$ cat src/rtl/input_dir_ctrl_if.sv
// input_dir_ctrl_if: raw push-buttons in, debounced levels and direction/heading out
interface input_dir_ctrl_if;
  logic ubtn, dbtn, rbtn, lbtn;
  logic [3:0] btn_state, move_dir, cur_dir;
  logic dir_valid;
  modport master (output ubtn, dbtn, rbtn, lbtn, input btn_state, move_dir, cur_dir, dir_valid);
  modport slave (input ubtn, dbtn, rbtn, lbtn, output btn_state, move_dir, cur_dir, dir_valid);
endinterface

$ cat src/rtl/input_dir_ctrl.sv
// input_dir_ctrl: synchronise, debounce and priority-encode buttons into a heading with move strobes
module input_dir_ctrl #(
  parameter logic [15:0] DEBOUNCE_CYCLES = 16'd50000,
  parameter logic [23:0] REPEAT_CYCLES = 24'd0,
  parameter logic ALLOW_REVERSE = 1'b0,
  parameter logic [3:0] INIT_DIR = 4'b0001
) (
  input logic clk,
  input logic rst_n,
  input_dir_ctrl_if.slave bus
);
  localparam int CW = $clog2(int'(DEBOUNCE_CYCLES) + 1);
  localparam logic [CW-1:0] DB_MAX = CW'(DEBOUNCE_CYCLES);
  typedef enum logic {IDLE, HOLD} state_t;
  logic [1:0] rst_q;
  logic rst_i_n;
  logic [3:0] raw, s1, s2, btn_q, move_dir, enc_q, cur_q, cur_n, opp;
  logic [23:0] rcnt, rcnt_n;
  logic issue, dv_q, dv_n;
  state_t state, state_n;
  always_ff @(posedge clk or negedge rst_n)
    if (!rst_n) rst_q <= 2'b00;
    else rst_q <= {rst_q[0], 1'b1};
  assign rst_i_n = rst_q[1];
  assign raw = {bus.lbtn, bus.dbtn, bus.ubtn, bus.rbtn};
  always_ff @(posedge clk or negedge rst_i_n)
    if (!rst_i_n) {s2, s1} <= '0;
    else {s2, s1} <= {s1, raw};
  // a level is accepted only after it has disagreed with btn_state for DEBOUNCE_CYCLES+1 edges
  for (genvar i = 0; i < 4; i++) begin : g_db
    logic [CW-1:0] cnt;
    logic st;
    always_ff @(posedge clk or negedge rst_i_n)
      if (!rst_i_n) begin
        cnt <= '0;
        st <= 1'b0;
      end else if (s2[i] == st) cnt <= '0;
      else if (cnt == DB_MAX) begin
        cnt <= '0;
        st <= s2[i];
      end else cnt <= cnt + CW'(1);
    assign btn_q[i] = st;
  end
  assign move_dir = btn_q[1] ? 4'b0010 : btn_q[2] ? 4'b0100 : btn_q[0] ? 4'b0001 : btn_q[3] ? 4'b1000 : 4'b0000;
  assign opp = {cur_q[0], cur_q[1], cur_q[2], cur_q[3]};
  always_comb begin
    state_n = state;
    rcnt_n = rcnt;
    issue = 1'b0;
    if (state == IDLE) begin
      if (move_dir != 4'b0) begin
        state_n = HOLD;
        rcnt_n = '0;
        issue = 1'b1;
      end
    end else if (move_dir == 4'b0) state_n = IDLE;
    else if (move_dir != enc_q) begin
      rcnt_n = '0;
      issue = 1'b1;
    end else if (REPEAT_CYCLES != 24'd0) begin
      issue = rcnt == REPEAT_CYCLES - 24'd1;
      rcnt_n = issue ? '0 : rcnt + 24'd1;
    end
    dv_n = issue && (ALLOW_REVERSE || move_dir != opp);
    cur_n = dv_n ? move_dir : cur_q;
  end
  always_ff @(posedge clk or negedge rst_i_n)
    if (!rst_i_n) begin
      state <= IDLE;
      rcnt <= '0;
      enc_q <= '0;
      cur_q <= INIT_DIR;
      dv_q <= 1'b0;
    end else begin
      state <= state_n;
      rcnt <= rcnt_n;
      enc_q <= move_dir;
      cur_q <= cur_n;
      dv_q <= dv_n;
    end
  assign bus.btn_state = btn_q;
  assign bus.move_dir = move_dir;
  assign bus.cur_dir = cur_q;
  assign bus.dir_valid = dv_q;
endmodule
$ cat src/flat_wrapper.sv
// flat-port wrapper written by rule: the top's interface ports become plain ports
module input_dir_ctrl_flat 
#(
  parameter logic [15:0] DEBOUNCE_CYCLES = 16'd50000,
  parameter logic [23:0] REPEAT_CYCLES = 24'd0,
  parameter logic ALLOW_REVERSE = 1'b0,
  parameter logic [3:0] INIT_DIR = 4'b0001
)
  (clk, rst_n, bus_ubtn, bus_dbtn, bus_rbtn, bus_lbtn, bus_btn_state, bus_move_dir, bus_cur_dir, bus_dir_valid);
  input_dir_ctrl_if bus_i ();
  input logic clk;
  input logic rst_n;
  input wire logic [$bits(bus_i.ubtn)-1:0] bus_ubtn;
  input wire logic [$bits(bus_i.dbtn)-1:0] bus_dbtn;
  input wire logic [$bits(bus_i.rbtn)-1:0] bus_rbtn;
  input wire logic [$bits(bus_i.lbtn)-1:0] bus_lbtn;
  output wire logic [$bits(bus_i.btn_state)-1:0] bus_btn_state;
  output wire logic [$bits(bus_i.move_dir)-1:0] bus_move_dir;
  output wire logic [$bits(bus_i.cur_dir)-1:0] bus_cur_dir;
  output wire logic [$bits(bus_i.dir_valid)-1:0] bus_dir_valid;
  assign bus_i.ubtn = bus_ubtn;
  assign bus_i.dbtn = bus_dbtn;
  assign bus_i.rbtn = bus_rbtn;
  assign bus_i.lbtn = bus_lbtn;
  assign bus_btn_state = bus_i.btn_state;
  assign bus_move_dir = bus_i.move_dir;
  assign bus_cur_dir = bus_i.cur_dir;
  assign bus_dir_valid = bus_i.dir_valid;
  input_dir_ctrl #(.DEBOUNCE_CYCLES(DEBOUNCE_CYCLES), .REPEAT_CYCLES(REPEAT_CYCLES), .ALLOW_REVERSE(ALLOW_REVERSE), .INIT_DIR(INIT_DIR)) u_core (.clk(clk), .rst_n(rst_n), .bus(bus_i));
endmodule
$ cat config.mk
export PLATFORM = sky130hd
export DESIGN_NAME = input_dir_ctrl_flat
export DESIGN_NICKNAME = d
export VERILOG_FILES = /design/src/rtl/input_dir_ctrl_if.sv /design/src/rtl/input_dir_ctrl.sv /design/src/flat_wrapper.sv
export SDC_FILE = /design/constraint.sdc
export NUM_CORES = 1
export LEC_CHECK = 0
export BUFFER_PORTS_ARGS = -buffer_cell sky130_fd_sc_hd__buf_2
export CAP_MARGIN = 20
export CORE_MARGIN = 2
export CORE_UTILIZATION = 55
export CTS_CLUSTER_DIAMETER = 40
export DETAILED_ROUTE_END_ITERATION = 7
export PLACE_DENSITY_LB_ADDON = 0.12
export SLEW_MARGIN = 40
export SYNTH_ARGS = -nofsm -noshare
export SYNTH_HDL_FRONTEND = slang
export SYNTH_SLANG_ARGS = --single-unit
$ cat constraint.sdc
create_clock -name clk -period 2.8 [get_ports clk]
set_input_delay 0 -clock clk [delete_from_list [all_inputs] [get_ports clk]]
set_output_delay 0 -clock clk [all_outputs]
set_load 0.05 [all_outputs]
==> results_dict.tcl, run 1 <==
set metrics [dict create \
    wl_per_cell_um 13.4 \
    cts_resized 0 \
    crit_buf_inv 0 \
    clk_latency_ns 0.35 \
    clk_path_buf_depth 2 \
    grt_pass1_wl_um 12200 \
    synth_top_cell_by_area "dfrtp_1" \
    period_share 0.682 \
    synth_top_flop_cell "dfrtp_1" \
    antenna_found_initial 0 \
    synth-xor-area-share 0.125 \
    io_pins 19 \
    clock_sinks 88 \
    drt-initial-drc-count 50 \
    cts.htree.levels 3 \
    cts_tree "built" \
    post_cts_buffers 0 \
    synth_mux_area_frac 0.0111 \
    hold_viol_final 0 \
    period_minus_slack_ns 1.91 \
    synth_top_family_by_area "simple AND/OR/NAND/NOR gates" \
    gr-total-overflow 0 \
    max_freq_mhz 524 \
    maxCapViolCount 0 \
    drive_gt1_frac 0.108 \
    io_buffer_count 18 \
    dieArea_mm2 0.00808 \
    synth_warnings 0 \
    worstHoldPathType "in -> reg" \
    power_per_cell_area_mw_per_mm2 492 \
    fin_skew_ns 0.00960 \
    final_core_util 0.616 \
    run_status "complete, no violations" \
    root_buffer "clkbuf_8" \
    viasPerCell 5.29 \
    async_flop_share 1.00 \
    synth_top_area_frac 0.537 \
    ys_seq_elements 88 \
    start_kind "flop" \
    nets 429 \
    rsz0062_at_grt "false" \
    synth_nets 404 \
    core-area_mm2 0.00721 \
    worst_hold_slack_ns 0.286 \
    grt_max_degree 53 \
    synth_edf_count 0 \
    irDropWorstVdd_v 0.000307 \
    drc 0 \
    hpwlAfterDp_um 4690 \
    synth_area_mm2 0.00406 \
    synth_area_per_cell_um2 10.4 \
    worstPathCellList "or3_4, nor2_8, and2_1, o211ai_2, and2_4, a22o_1" \
    fp.dieW_um 89.9 \
    dr.pass1.iters 4 \
    maxSlewViolCount 0 \
    cts_buffers 9 \
    setup_viol 0 \
    n_antenna_cell 0 \
    fin_tns_setup_ns 0 \
    synthAdderAreaFrac 0.0247 \
    fp-row-count 31 \
    path_delay_family "simple AND/OR/NAND/NOR gates" \
    synth_compound_area_frac 0.0315 \
    p_leak_nw 2.04 \
    synthSimpleGateAreaFrac 0.230 \
    synth.distinct_cells 43 \
    syn_inst 390 \
    end_kind "flop" \
    crit_path_top_delay_cell "dfrtp_1" \
    place_congestion 0.772 \
    max_stage_delay_ns 0.55 \
    track_usage 0.187 \
    initial_core_util 0.562 \
    crit_fanout 16 \
    crit_type "reg -> reg" \
    ant_nets 0 \
    worst_ep_required_time_ns 3.03 \
    drt_wl_total_um 6910 \
    area_delta_synth_final_pct 9.56 \
    cts.clk_slew.worst_paths_ns 0.08 \
    first_global_vias 2665 \
    detailroute.via_count 2737 \
    cp.arrival_ns 2.14 \
    worst_slew_pin_slew_ns 0.673 \
    yosysSeqAreaShare 0.543 \
    yosys-top-cells-area "dfrtp_1, xor2_1, nor2_1, xnor2_1, nand3_1" \
    slew_headroom 0.552 \
    die_h_um 89.9 \
]
[cell type report]
| cell class | count | area, um^2 |
|---|---|---|
| multi-input cells | 275 | 1720 |
| well taps | 99 | 124 |
| fillers | 620 | 2770 |
| clock buffers | 14 | 173 |
| inverters | 15 | 56.3 |
| repair buffers | 26 | 165 |
| flip-flops and latches | 88 | 2210 |
[metal layers]
layer | up-vias | track usage | share of wire
met1 | 1330 | 0.234 | 0.47
met2 | 35 | 0.304 | 0.47
met5 | - | 0 | 0
met3 | 17 | 0.0570 | 0.031
li1 | 1355 | - | -
met4 | 0 | 0.0769 | 0.026
[flip-flops by register name (all words and copies together), names as in the netlist]
name / count
u_core.state: 1
u_core.bus.dir_valid: 1
u_core.g_db.cnt: 64
u_core.s2: 4
u_core.g_db.st: 4
u_core.bus.cur_dir: 4
u_core.enc_q: 4
u_core.rst_q: 2
u_core.s1: 4
[per-stage QoR]
| step | total power (W) | instances | area, um^2 | worst slack [ns] |
|---|---|---|---|---|
| 5_1_grt | 0.00228 | 517 | 4440 | 0.723 |
| 4_1_cts | 0.00222 | 517 | 4440 | 0.890 |
| 6_report | 0.00219 | 517 | 4440 | 0.890 |
| 3_3_place_gp | 0.00142 | 497 | 4210 | 0.963 |
| 3_5_place_dp | 0.00142 | 497 | 4210 | 0.926 |
| 2_1_floorplan | 0.00139 | 390 | 4060 | 0.169 |
[worst paths after layout]
| check | slack (ns) | to | startpoint | cells past startpoint |
|---|---|---|---|---|
| min in group asynchronous | 0.37 | u_core.g_db[0].cnt[2] | u_core.rst_q[1] | 0 |
| hold / removal | 0.29 | u_core.s1[1] | bus_ubtn | 2 |
| hold reg to reg | 0.35 | u_core.s2[1] | u_core.s1[1] | 0 |
| max in group asynchronous | 1.71 | u_core.s1[2] | u_core.rst_q[1] | 1 |
| setup / recovery | 0.89 | u_core.bus.cur_dir[1] | u_core.g_db[1].st | 6 |
| setup reg to reg | 0.89 | u_core.bus.cur_dir[1] | u_core.g_db[1].st | 6 |
[power by group]
part           internal (W)  switching [W]  leakage (nW)
sequential          0.00129      0.0000356          1.19
combinational     0.0000292      0.0000411         0.758
clock              0.000387       0.000402        0.0886
[cells by family after synthesis]
logic type / Yosys count
AOI/OAI and AO/OA: 19
adders and majority gates: 8
muxes: 4
and+or+nand+nor: 185
buffers and inverters: 27
xor gates and xnor gates: 58
DFF: 88
other: 1
[Yosys cell counts, types with 5 or more instances]
cell type,instances
nor2_1,72
ha_1,8
a21oi_1,6
nand4_1,13
xor2_1,38
nor4b_1,5
dfrtp_1,87
nor3_1,6
xnor2_1,20
inv_1,15
and3_1,15
buf_4,6
nand2_1,23
nand3_1,27
[cell usage in the layout, fill, tap and decap left out, drive strengths merged, types with 3 or more instances in the layout]
cell,netlist,final
a21oi,6,6
a22o,3,3
and2,4,4
and3,15,15
and4,3,3
buf,8,20
clkbuf,4,14
dfrtp,87,87
dlygate4sd3,0,6
ha,8,8
inv,15,15
mux2,4,4
nand2,24,24
nand3,27,27
nand4,13,13
nor2,73,73
nor3,6,6
nor4,4,4
nor4b,5,5
o21ai,4,4
or3,3,3
xnor2,20,20
xor2,38,38
[repair_timing]
| item | in CTS | in global routing |
|---|---|---|
| hold buffers | 6 | 0 |
| endpoints found under the setup margin | 0 | 0 |
| hold endpoints to repair | 6 | 0 |
Note: power is estimated with default switching activity, not from simulation.
==> run 2, diff against run 1 <==
Clock period 2.8 ns to 1.7 ns, I/O delays scaled along.
==> run 2 against run 1 <==
Net effect:
- the flow now finishes with violations (negative setup slack)
- wire length grew 4.1%
- highest routed layer unchanged
- largest cell class unchanged
- clock skew grew 0.0046 ns
- clock power grew 74%
- hold slack lost 0.015 ns
==> results_dict.tcl, run 2 (synthesis results as in run 1) <==
set metrics [dict create \
    grt_max_degree 87 \
    period_minus_slack_ns 1.73 \
    power_per_cell_area_mw_per_mm2 766 \
    cts.clk_slew.worst_paths_ns 0.10 \
    critical_path.startpoint "u_core.g_db[2].st" \
    fp-row-count 31 \
    clk_latency_ns 0.36 \
    io_pins 19 \
    core-area_mm2 0.00721 \
    detailroute.via_count 2858 \
    drt_wl_total_um 7190 \
    viasPerCell 5.15 \
    clock_sinks 88 \
    holdPathStages 2 \
    worst_ep_required_time_ns 1.95 \
    crit_path_frequent_cell "and2_4" \
    fin_skew_ns 0.0142 \
    max_freq_mhz 579 \
    irDropWorstVdd_v 0.000516 \
    drc 0 \
    track_usage 0.194 \
    cts_tree "built" \
    hold_viol_final 0 \
    maxSlewViolCount 0 \
    grt_pass1_wl_um 12800 \
    area.sequential_mm2 0.00221 \
    min-delay-start "bus_dbtn" \
    largest_reg_flops 64 \
    wl_per_cell_um 13.0 \
    cts_buffers 9 \
    multi_input_area_mm2 0.00180 \
    first_global_vias 2849 \
    r2r-start "u_core.g_db[2].st" \
    fp.dieW_um 89.9 \
    violations "negative setup slack" \
    area_delta_synth_final_pct 19.0 \
    ant_nets 0 \
    max_stage_delay_ns 0.44 \
    layout_commonest_cell "dfrtp_1" \
    drt-initial-drc-count 138 \
    setup_viol 2 \
    maxCapViolCount 0 \
    rr_worst_depth 6 \
    start_kind "flop" \
    crit_path_top_delay_cell "or3_4" \
    holdPathEnd "u_core.s1[2]" \
    gr-total-overflow 0 \
    final_cell_mix "dfrtp_1, nor2_1, xor2_1" \
    place_congestion 0.802 \
    drive_gt1_frac 0.215 \
    period_share 1.02 \
    end_kind "flop" \
    top_register "u_core.g_db.cnt" \
    hpwlAfterDp_um 4980 \
    final-instance-count-excl-fill 555 \
    worstPathCellList "or3_4, nor2_8, and2_4, o211ai_4, and2_4, a22o_1" \
    nets 465 \
    worstHoldPathType "in -> reg" \
    io_buffer_count 18 \
    n_antenna_cell 0 \
    dr.pass1.iters 4 \
    dieArea_mm2 0.00808 \
    reg2reg_slack_ns -0.03 \
    initial_core_util 0.562 \
    run_status "complete, but fails checks" \
    root_buffer "clkbuf_8" \
    reg2reg_to "u_core.bus.cur_dir[1]" \
    dp_slack_ns -0.0990 \
    setup_ws_ns -0.0262 \
    cp.arrival_ns 1.97 \
    rsz0062_at_grt "true" \
    clk_path_buf_depth 2 \
    crit_type "reg -> reg" \
    crit_fanout 5 \
    dp_cells 525 \
    final.fill_count 599 \
    die_h_um 89.9 \
    p_leak_nw 2.25 \
    antenna_found_initial 0 \
    cts.htree.levels 3 \
]
[run 2: cell types whose count changed in the layout (fill, tap and decap cells not counted), sizes merged]
cell / delta
nand2: +1
buf: +35
clkinvlp: +2
clkinv: +1
clkbuf: -4
inv: +3
[run 2: cell type report]
type	instances	area share
Sequential cell	88	0.458
Multi-Input combinational cell	276	0.372
Timing Repair Buffer	61	0.0938
Tap cell	99	0.0257
Clock buffer	10	0.0285
Inverter	15	0.0117
Clock inverter	6	0.0104
[run 2: worst max-delay path, delay by kind of cell, from the launching register on]
kind               cells  cell delay (ns)
and+or+nand+nor        4             0.89
DFF                    1             0.42
AOI/OAI and AO/OA      2             0.30
[run 2: where the power goes]
group | switching [W] | internal, W | leakage, nW
registers | 0.0000325 | 0.00213 | 1.19
clock network | 0.000785 | 0.000589 | 0.0899
logic | 0.0000974 | 0.0000693 | 0.972
total | 0.000915 | 0.00279 | 2.25
[run 2: how the worst max path moves through the flow]
stage | endpoint | slack [ns] | depth (start not counted)
after detailed placement | u_core.g_db[3].cnt[14] | -0.1 | 5
after CTS | u_core.g_db[3].st | -0.02 | 4
final | u_core.bus.cur_dir[1] | -0.03 | 6
after global routing | u_core.bus.cur_dir[1] | -0.09 | 7
after floorplan | u_core.bus.cur_dir[1] | -0.19 | 7
after global placement | u_core.g_db[3].cnt[6] | -0.04 | 5
[run 2: timing repair]
item                                    CTS  global route
pin swaps                                 3             2
endpoints found under the hold margin     6             0
cloned                                    0             1
hold buffers                              6             0
setup buffers                             1             6
endpoints found under the setup margin   21            25
gates resized for setup                  12             8
[run 2: routing by layer]
| layer | wire length [um] | track usage | vias to the layer above |
|---|---|---|---|
| met1 | 3370 | 0.257 | 1387 |
| met5 | 0 | 0 | - |
| met2 | 3550 | 0.320 | 22 |
| met4 | 118 | 0.0769 | 0 |
| met3 | 156 | 0.0335 | 12 |
| li1 | - | - | 1437 |
[run 2: through the flow]
stage / area, um^2 / hold WS [ns] / total power [W] / TNS [ns] / util
3_3_place_gp: 4440 / -0.215 / 0.00235 / -0.630 / 0.615
2_1_floorplan: 4060 / -0.296 / 0.00229 / -0.602 / -
6_report: 4830 / 0.271 / 0.00370 / -0.0420 / 0.669
4_1_cts: 4750 / 0.261 / 0.00375 / -0.0479 / 0.659
3_5_place_dp: 4440 / -0.213 / 0.00236 / -1.39 / 0.615
5_1_grt: 4830 / 0.274 / 0.00386 / -0.492 / 0.669
